--- src/rtl/fetch_unit.sv ---
`default_nettype none
// +----------------------------------------------------------------------------+
// | fetch_unit                                                                  |
// | Instruction fetch: next-PC selection, credit-limited imem requests, 2-entry |
// | instruction buffer with redirect flush and in-flight response dropping.     |
// | Revision: 1.0                                                               |
// +----------------------------------------------------------------------------+
module fetch_unit #(
  parameter int BIT_WIDTH = 32,
  parameter int DEPTH     = 2
) (
  input  logic                 clock,
  input  logic                 reset,
  input  logic [BIT_WIDTH-1:0] pc_current,
  output logic [BIT_WIDTH-1:0] pc_next,
  input  logic                 redirect_valid,
  input  logic [BIT_WIDTH-1:0] redirect_target,
  output logic                 imem_req,
  output logic [BIT_WIDTH-1:0] imem_addr,
  input  logic                 imem_gnt,
  input  logic                 imem_rvalid,
  input  logic [BIT_WIDTH-1:0] imem_rdata,
  output logic                 if_valid,
  input  logic                 if_ready,
  output logic [BIT_WIDTH-1:0] if_instr,
  output logic [BIT_WIDTH-1:0] if_pc
);

  localparam logic [2:0] C_DEPTH = 3'(DEPTH);

  logic [1:0]           r_inflight;
  logic [1:0]           r_drop;
  logic [1:0]           r_count;
  logic [BIT_WIDTH-1:0] r_aq [2];
  logic                 r_aq_wr;
  logic                 r_aq_rd;
  logic [BIT_WIDTH-1:0] r_bi [2];
  logic [BIT_WIDTH-1:0] r_bp [2];
  logic                 r_b_wr;
  logic                 r_b_rd;

  logic [2:0]           w_used;
  logic                 w_fire;
  logic                 w_rv;
  logic                 w_push;
  logic                 w_pop;
  logic [BIT_WIDTH-1:0] w_target;

  assign w_used    = {1'b0, r_inflight} + {1'b0, r_count};
  assign imem_req  = !reset && !redirect_valid && (w_used < C_DEPTH);
  assign imem_addr = pc_current;
  assign w_fire    = imem_req && imem_gnt;
  // A response with nothing outstanding is ignored so the counters never wrap.
  assign w_rv      = imem_rvalid && (r_inflight != 2'd0);
  assign w_push    = w_rv && (r_drop == 2'd0) && !redirect_valid;
  assign if_valid  = !reset && (r_count != 2'd0) && !redirect_valid;
  assign w_pop     = if_valid && if_ready;
  assign if_instr  = r_bi[r_b_rd];
  assign if_pc     = r_bp[r_b_rd];
  assign w_target  = redirect_target & ~BIT_WIDTH'(3);

  always_comb begin
    pc_next = pc_current;
    if (reset)               pc_next = pc_current;
    else if (redirect_valid) pc_next = w_target;
    else if (w_fire)         pc_next = pc_current + BIT_WIDTH'(4);
  end

  always_ff @(posedge clock) begin
    if (reset) begin
      r_inflight <= 2'd0;
      r_drop     <= 2'd0;
      r_count    <= 2'd0;
      r_aq_wr    <= 1'b0;
      r_aq_rd    <= 1'b0;
      r_b_wr     <= 1'b0;
      r_b_rd     <= 1'b0;
    end else begin
      if (w_fire) begin
        r_aq[r_aq_wr] <= pc_current;
        r_aq_wr       <= ~r_aq_wr;
      end
      if (w_rv) r_aq_rd <= ~r_aq_rd;
      r_inflight <= r_inflight + {1'b0, w_fire} - {1'b0, w_rv};
      if (redirect_valid) begin
        // Every response still owed after this edge belongs to the old path.
        r_drop  <= r_inflight + {1'b0, w_fire} - {1'b0, w_rv};
        r_count <= 2'd0;
        r_b_wr  <= 1'b0;
        r_b_rd  <= 1'b0;
      end else begin
        if (w_rv && (r_drop != 2'd0)) r_drop <= r_drop - 2'd1;
        if (w_push) begin
          r_bi[r_b_wr] <= imem_rdata;
          r_bp[r_b_wr] <= r_aq[r_aq_rd];
          r_b_wr       <= ~r_b_wr;
        end
        if (w_pop) r_b_rd <= ~r_b_rd;
        r_count <= r_count + {1'b0, w_push} - {1'b0, w_pop};
      end
    end
  end

  a_rvalid_outstanding: assert property (@(posedge clock) disable iff (reset)
    imem_rvalid |-> (r_inflight != 2'd0));

endmodule
`default_nettype wire

--- config.mk ---
export PLATFORM = sky130hd
export DESIGN_NAME = fetch_unit
export DESIGN_NICKNAME = d
export VERILOG_FILES = /design/src/rtl/fetch_unit.sv
export SDC_FILE = /design/constraint.sdc
export NUM_CORES = 1
export LEC_CHECK = 0
export BUFFER_PORTS_ARGS = -buffer_cell sky130_fd_sc_hd__buf_4
export CAP_MARGIN = 20
export CORE_MARGIN = 4
export CORE_UTILIZATION = 40
export CTS_CLUSTER_SIZE = 40
export DETAILED_ROUTE_END_ITERATION = 6
export GPL_TIMING_DRIVEN = 0
export RECOVER_POWER = 100
export SYNTH_ARGS = -nofsm -noshare
export SYNTH_HDL_FRONTEND = slang
export SYNTH_SLANG_ARGS = --single-unit
--- constraint.sdc ---
create_clock -name clock -period 10.6 [get_ports clock]
set_input_delay 2.12 -clock clock [delete_from_list [all_inputs] [get_ports clock]]
set_output_delay 2.12 -clock clock [all_outputs]
set_load 0.01 [all_outputs]
---- Word-level counts from Yosys, hierarchy flattened ----
Memory sizes are Yosys's and may differ from the RTL's. A register that Yosys moved wholly into a read port is not among the register bits.
Cells that the tools add are included.
word-level totals
  word-level logic and storage cells ...... 58
  bits of input ports ..................... 102
  bits in latches ......................... 0
  memory bits (writable) .................. 192
  memories kept ........................... 3
  bits in registers ....................... 10
  output and inout port bits .............. 130
  ROM bits ................................ 0
memory list
  memory  depth  width  rd ports  clocked after Yosys merged registers in  wr ports  line  source
  r_aq    2      32     1         1                                        1         34    logic [BIT_WIDTH-1:0] r_aq [2];
  r_bi    2      32     1         1                                        1         37    logic [BIT_WIDTH-1:0] r_bi [2];
  r_bp    2      32     1         1                                        1         38    logic [BIT_WIDTH-1:0] r_bp [2];
cells by class
  $lt $le $gt $ge ......................... 1
  $mul .................................... 0
  shifts and indexed selects .............. 0
  bitwise gates (word level) .............. 4
  reduce and logical (&&, ||, !) cells .... 18
  equal/unequal tests ..................... 0
  mux-type cells .......................... 18
  $add $sub $neg .......................... 7
  div/mod/pow operators ................... 0
operators with widths
  cell                   number
  $mux 32                3
  $add 32x3->32 const B  1
  $mux 1                 13
  $logic_and 1x1->1      10
  $reduce_bool 2->1      4
  $add 2x1->2            2
  $mux 2                 2
  $not 1->1              4
  $sub 2x1->2            2
  $add 2x2->3            1
  $lt 3x2->1 const B     1
  $logic_not 1->1        2
  $logic_not 2->1        1
  $reduce_or 2->1        1
  $sub 2x1->2 const B    1

---- Logic depth before layout (Yosys ltp) ----
  depth in word-level cells ............... 8
  depth in mapped cells ................... 11
  mapped depth without buffers ............ 11

---- Worst setup path after synthesis ----
Ideal clock, no wire load.
  path type ............................... in2reg
  from .................................... in reset
  to ...................................... mem r_bi[0][0] (enable)
  stages .................................. 4
  data arrival time ....................... 7.254 ns
  buffers on the path ..................... 2
  data required time ...................... 10.035 ns
  path slack .............................. 2.782 ns
  setup time .............................. 0.565 ns
  cell sequence ........................... clkbuf_1 or2_2 clkbuf_1 nor3_1
between the ends
  longest elaborated chain between the ends .. 2
RTL lines
  element                       line  source
  from (decl)                   13    input logic reset,
  $mux 1                        70    if (reset) begin
  $mux 1 (implied by the code)  94    r_bi[r_b_wr] <= imem_rdata;
  to (decl)                     37
Every way passes these cells.

---- Worst setup path after layout ----
  from .................................... in redirect_valid
  to ...................................... out pc_next[27]
between the ends
  longest elaborated chain between the ends .. 7
RTL lines
  element                          line  source
  from (decl)                      16    input logic redirect_valid,
  $logic_not 1->1                  50    assign imem_req = !reset && !redirect_valid && (w_used < C_DEPTH);
  $logic_and 1x1->1 (2 in series)  50
  $logic_and 1x1->1                52    assign w_fire = imem_req && imem_gnt;
  $mux 32                          66    else if (w_fire) pc_next = pc_current + BIT_WIDTH'(4);
  $mux 32 *                        65    else if (redirect_valid) pc_next = w_target;
  $mux 32 *                        64    if (reset) pc_next = pc_current;
  to (decl)                        15    output logic [BIT_WIDTH-1:0] pc_next,
Mark *: on every way between the ends. The rest lies on a longest branch, timed or not.

==> results.cfg <==
[synthesis]
ys_ff_latch = 204
netlist_instances = 597
ys_seq_area_share_pct = 67.5
syn-cell-area_um2 = 8900
ys_warn_count = 0
synth_edf_count = 192
synth.avg_cell_area_um2 = 14.9
ys_async_sr_fraction_pct = 0
synth_fp_nets = 706
synth_top_flop_cell = edfxtp_1
yosysUniqueCellTypes = 48

[setup_path]
crit_path_top_delay_cell = nor4_1
cp_num_buf_inv = 3
cp-end-kind = output pin
crit_type = in2out
critPathMaxStageDelay_ns = 0.73
worst-endpoint-required_ns = 8.48
crit_family = simple AND/OR/NAND/NOR gates
cp_max_fo = 8
crit_chain = clkbuf_1, or4_1, nor2_1, inv_1, nor4_1, a211oi_1, a211oi_1, clkbuf_1
startpoint_type = primary input
worstPathArrival_ns = 5.01

[routing]
ant_nets = 0
post_drt_via_cell_ratio = 5.14
drt-total-wl_mm = 23.0
wl_per_cell_um = 19.8
num_vias = 5971
drc = 0
drtPass1Iterations = 7
drt_iter0_drc = 343

[global_routing]
antenna_found_initial = 1
gr-total-overflow = 0
grt_pass1_wl_mm = 34.2
grt_util_met3_pct = 3.52
grt_pass1_vias = 6156
grt_max_degree = 33
met1_usage_pct = 23.9
grt-busiest-layer = met2
grt_usage_pct = 17.8
grtUsageMet2_pct = 30.0

[flow_run]
cap_violations = 1

[timing]
fin_crit_sh_pct = 67.3
setup_viol = 0
slew_viol_final = 33
maxClockFrequency_mhz = 140
setup_slack_ns = 3.47
worstMarginPinSlew_ns = 1.62
slew_headroom_pct = -7.70
timing.hold.ws_ns = 0.521
skew_ns = 0.00939
hold_violations = 0
min_period_ns = 7.13
rsz0062_at_grt = false

[final_layout]
syn_to_final_growth_pct = 26.0
fillers = 1982
antenna_cells = 0
layoutNonFillerInstCount = 1161
regArea_um2 = 6010
nNetsFinal = 974
drive_gt1_share_pct = 25.8
multiInputGateArea_um2 = 2450

[cts]
cts_max_path_buffers = 3
ctsResizeCount = 0
cts_inserted_buffers = 22
clkTransAtPathRegs_ns = 0.06
cts.sinks = 204
cts_setup_buffers = 0
clk_latency_ns = 0.49
cts_tree = built
cts-htree-levels = 1
root_buffer = clkbuf_16
ctsHoldBuffers = 0

[placed_design]
portBuffers = 229
numPlacedInstances = 1121
preCtsSetupSlack_ns = 3.99
gp_congestion = 0.882
dp_hpwl_mm = 17.0

[floorplan]
die_w_um = 157
top_level_ports = 232
coreArea_um2 = 21800
rows = 54
initial_core_util_pct = 40.8
die_y_um = 157
die-area_um2 = 24700

[status]
violations = capacitance limit, slew limit
status = complete, but fails checks

[power]
cellLeakagePower_nw = 3.88
power.total_w = 0.00197
vdd_drop_max_uv = 77.9
power_density_nw_per_um2 = 176

[worst_hold_path]
hp-class = reg2reg
## final timing paths
| kind | start | endpoint | slack, ns | cells past startpoint |
|---|---|---|---|---|
| setup / recovery | redirect_valid | pc_next[27] | 3.47 | 8 |
| hold / removal | r_aq_rd | register | 0.52 | 2 |
| setup reg to reg | r_count[0] | r_aq[0][30] | 5.94 | 7 |
| hold reg to reg | r_aq_rd | register | 0.52 | 2 |
## cell usage after synthesis (all sizes together), types with 5 or more instances
master    n  share of area [%]
ha        6               0.84
a22oi     8               0.67
nor2b     9               0.63
nand3    17               0.96
mux2     96                 12
o22ai     7               0.49
inv      19               0.80
nand4     9               0.63
nor4      5               0.59
edfxtp  192                 65
and2      6               0.42
a211oi   12                1.0
and3     12               0.84
xnor2    10               0.98
nand2    24                1.0
o21ai     8               0.45
a21oi    11               0.62
nor3     10               0.56
buf      37                2.9
dfxtp    12                2.7
clkbuf   22               0.93
nor2     28                1.2
## where the power goes
part,leakage [nW],internal (W),switching [W],total [W]
Combinational,1.71,0.000114,0.000154,0.000268
Sequential,1.83,0.000933,0.0000106,0.000944
Clock,0.347,0.000470,0.000289,0.000759
## registers in the layout, summed over array words and instances, names as in the netlist, named ones only
signal,count
r_drop,2
r_aq_wr,1
r_aq_rd,1
r_b_wr,1
r_bi,64
r_bp,64
r_aq,64
r_inflight,2
r_b_rd,1
r_count,2
## cells in the final DEF, fill, tap and decap left out, types with 17 or more instances in the layout
cell / n
buf_4: 74
clkbuf_1: 181
clkbuf_16: 23
clkbuf_4: 54
edfxtp_1: 192
inv_1: 19
mux2_1: 25
mux2_2: 71
nand2_1: 24
nand3_1: 17
nor2_1: 28
## cell type report
cell class                 count  area share (%)
multi-input combinational    315            21.9
clock inverter                 9            1.02
sequential                   204            53.5
inverter                      19           0.636
clock buffer                  31            5.40
tap                          280            3.12
buffer                        59            3.05
timing repair buffer         244            11.4
## metrics by stage
stage	setup TNS, ns	util, %	area [µm²]
final	0	51.4	11200
after floorplan	0	-	8900
after global routing	0	51.4	11200
after CTS	0	54.6	11900
after global placement	-70.58	50.3	11000
after detailed placement	0	51.3	11200
## cells by family after synthesis
family,Yosys count,share of synthesized area (%)
AOI/OAI and AO/OA,66,5.19
xor gates and xnor gates,14,1.38
adders and majority gates,7,1.07
buffers and inverters,78,4.64
DFF,204,67.5
muxes,100,12.6
and+or+nand+nor,128,7.66
## worst register-to-register path, delay by kind of cell (launching register included)
family	cells	cell delay [ns]
flops	1	0.33
buf+inv	2	1.30
simple gates	4	2.19
fa+ha+maj	1	0.44
## metal layers
layer  vias up  wire (µm)
met5         -          7
met4         2        402
met3        27       1790
met2       269      11100
met1      2891       9730
li1       2782          -
Note: power is estimated with default switching activity, not from simulation.
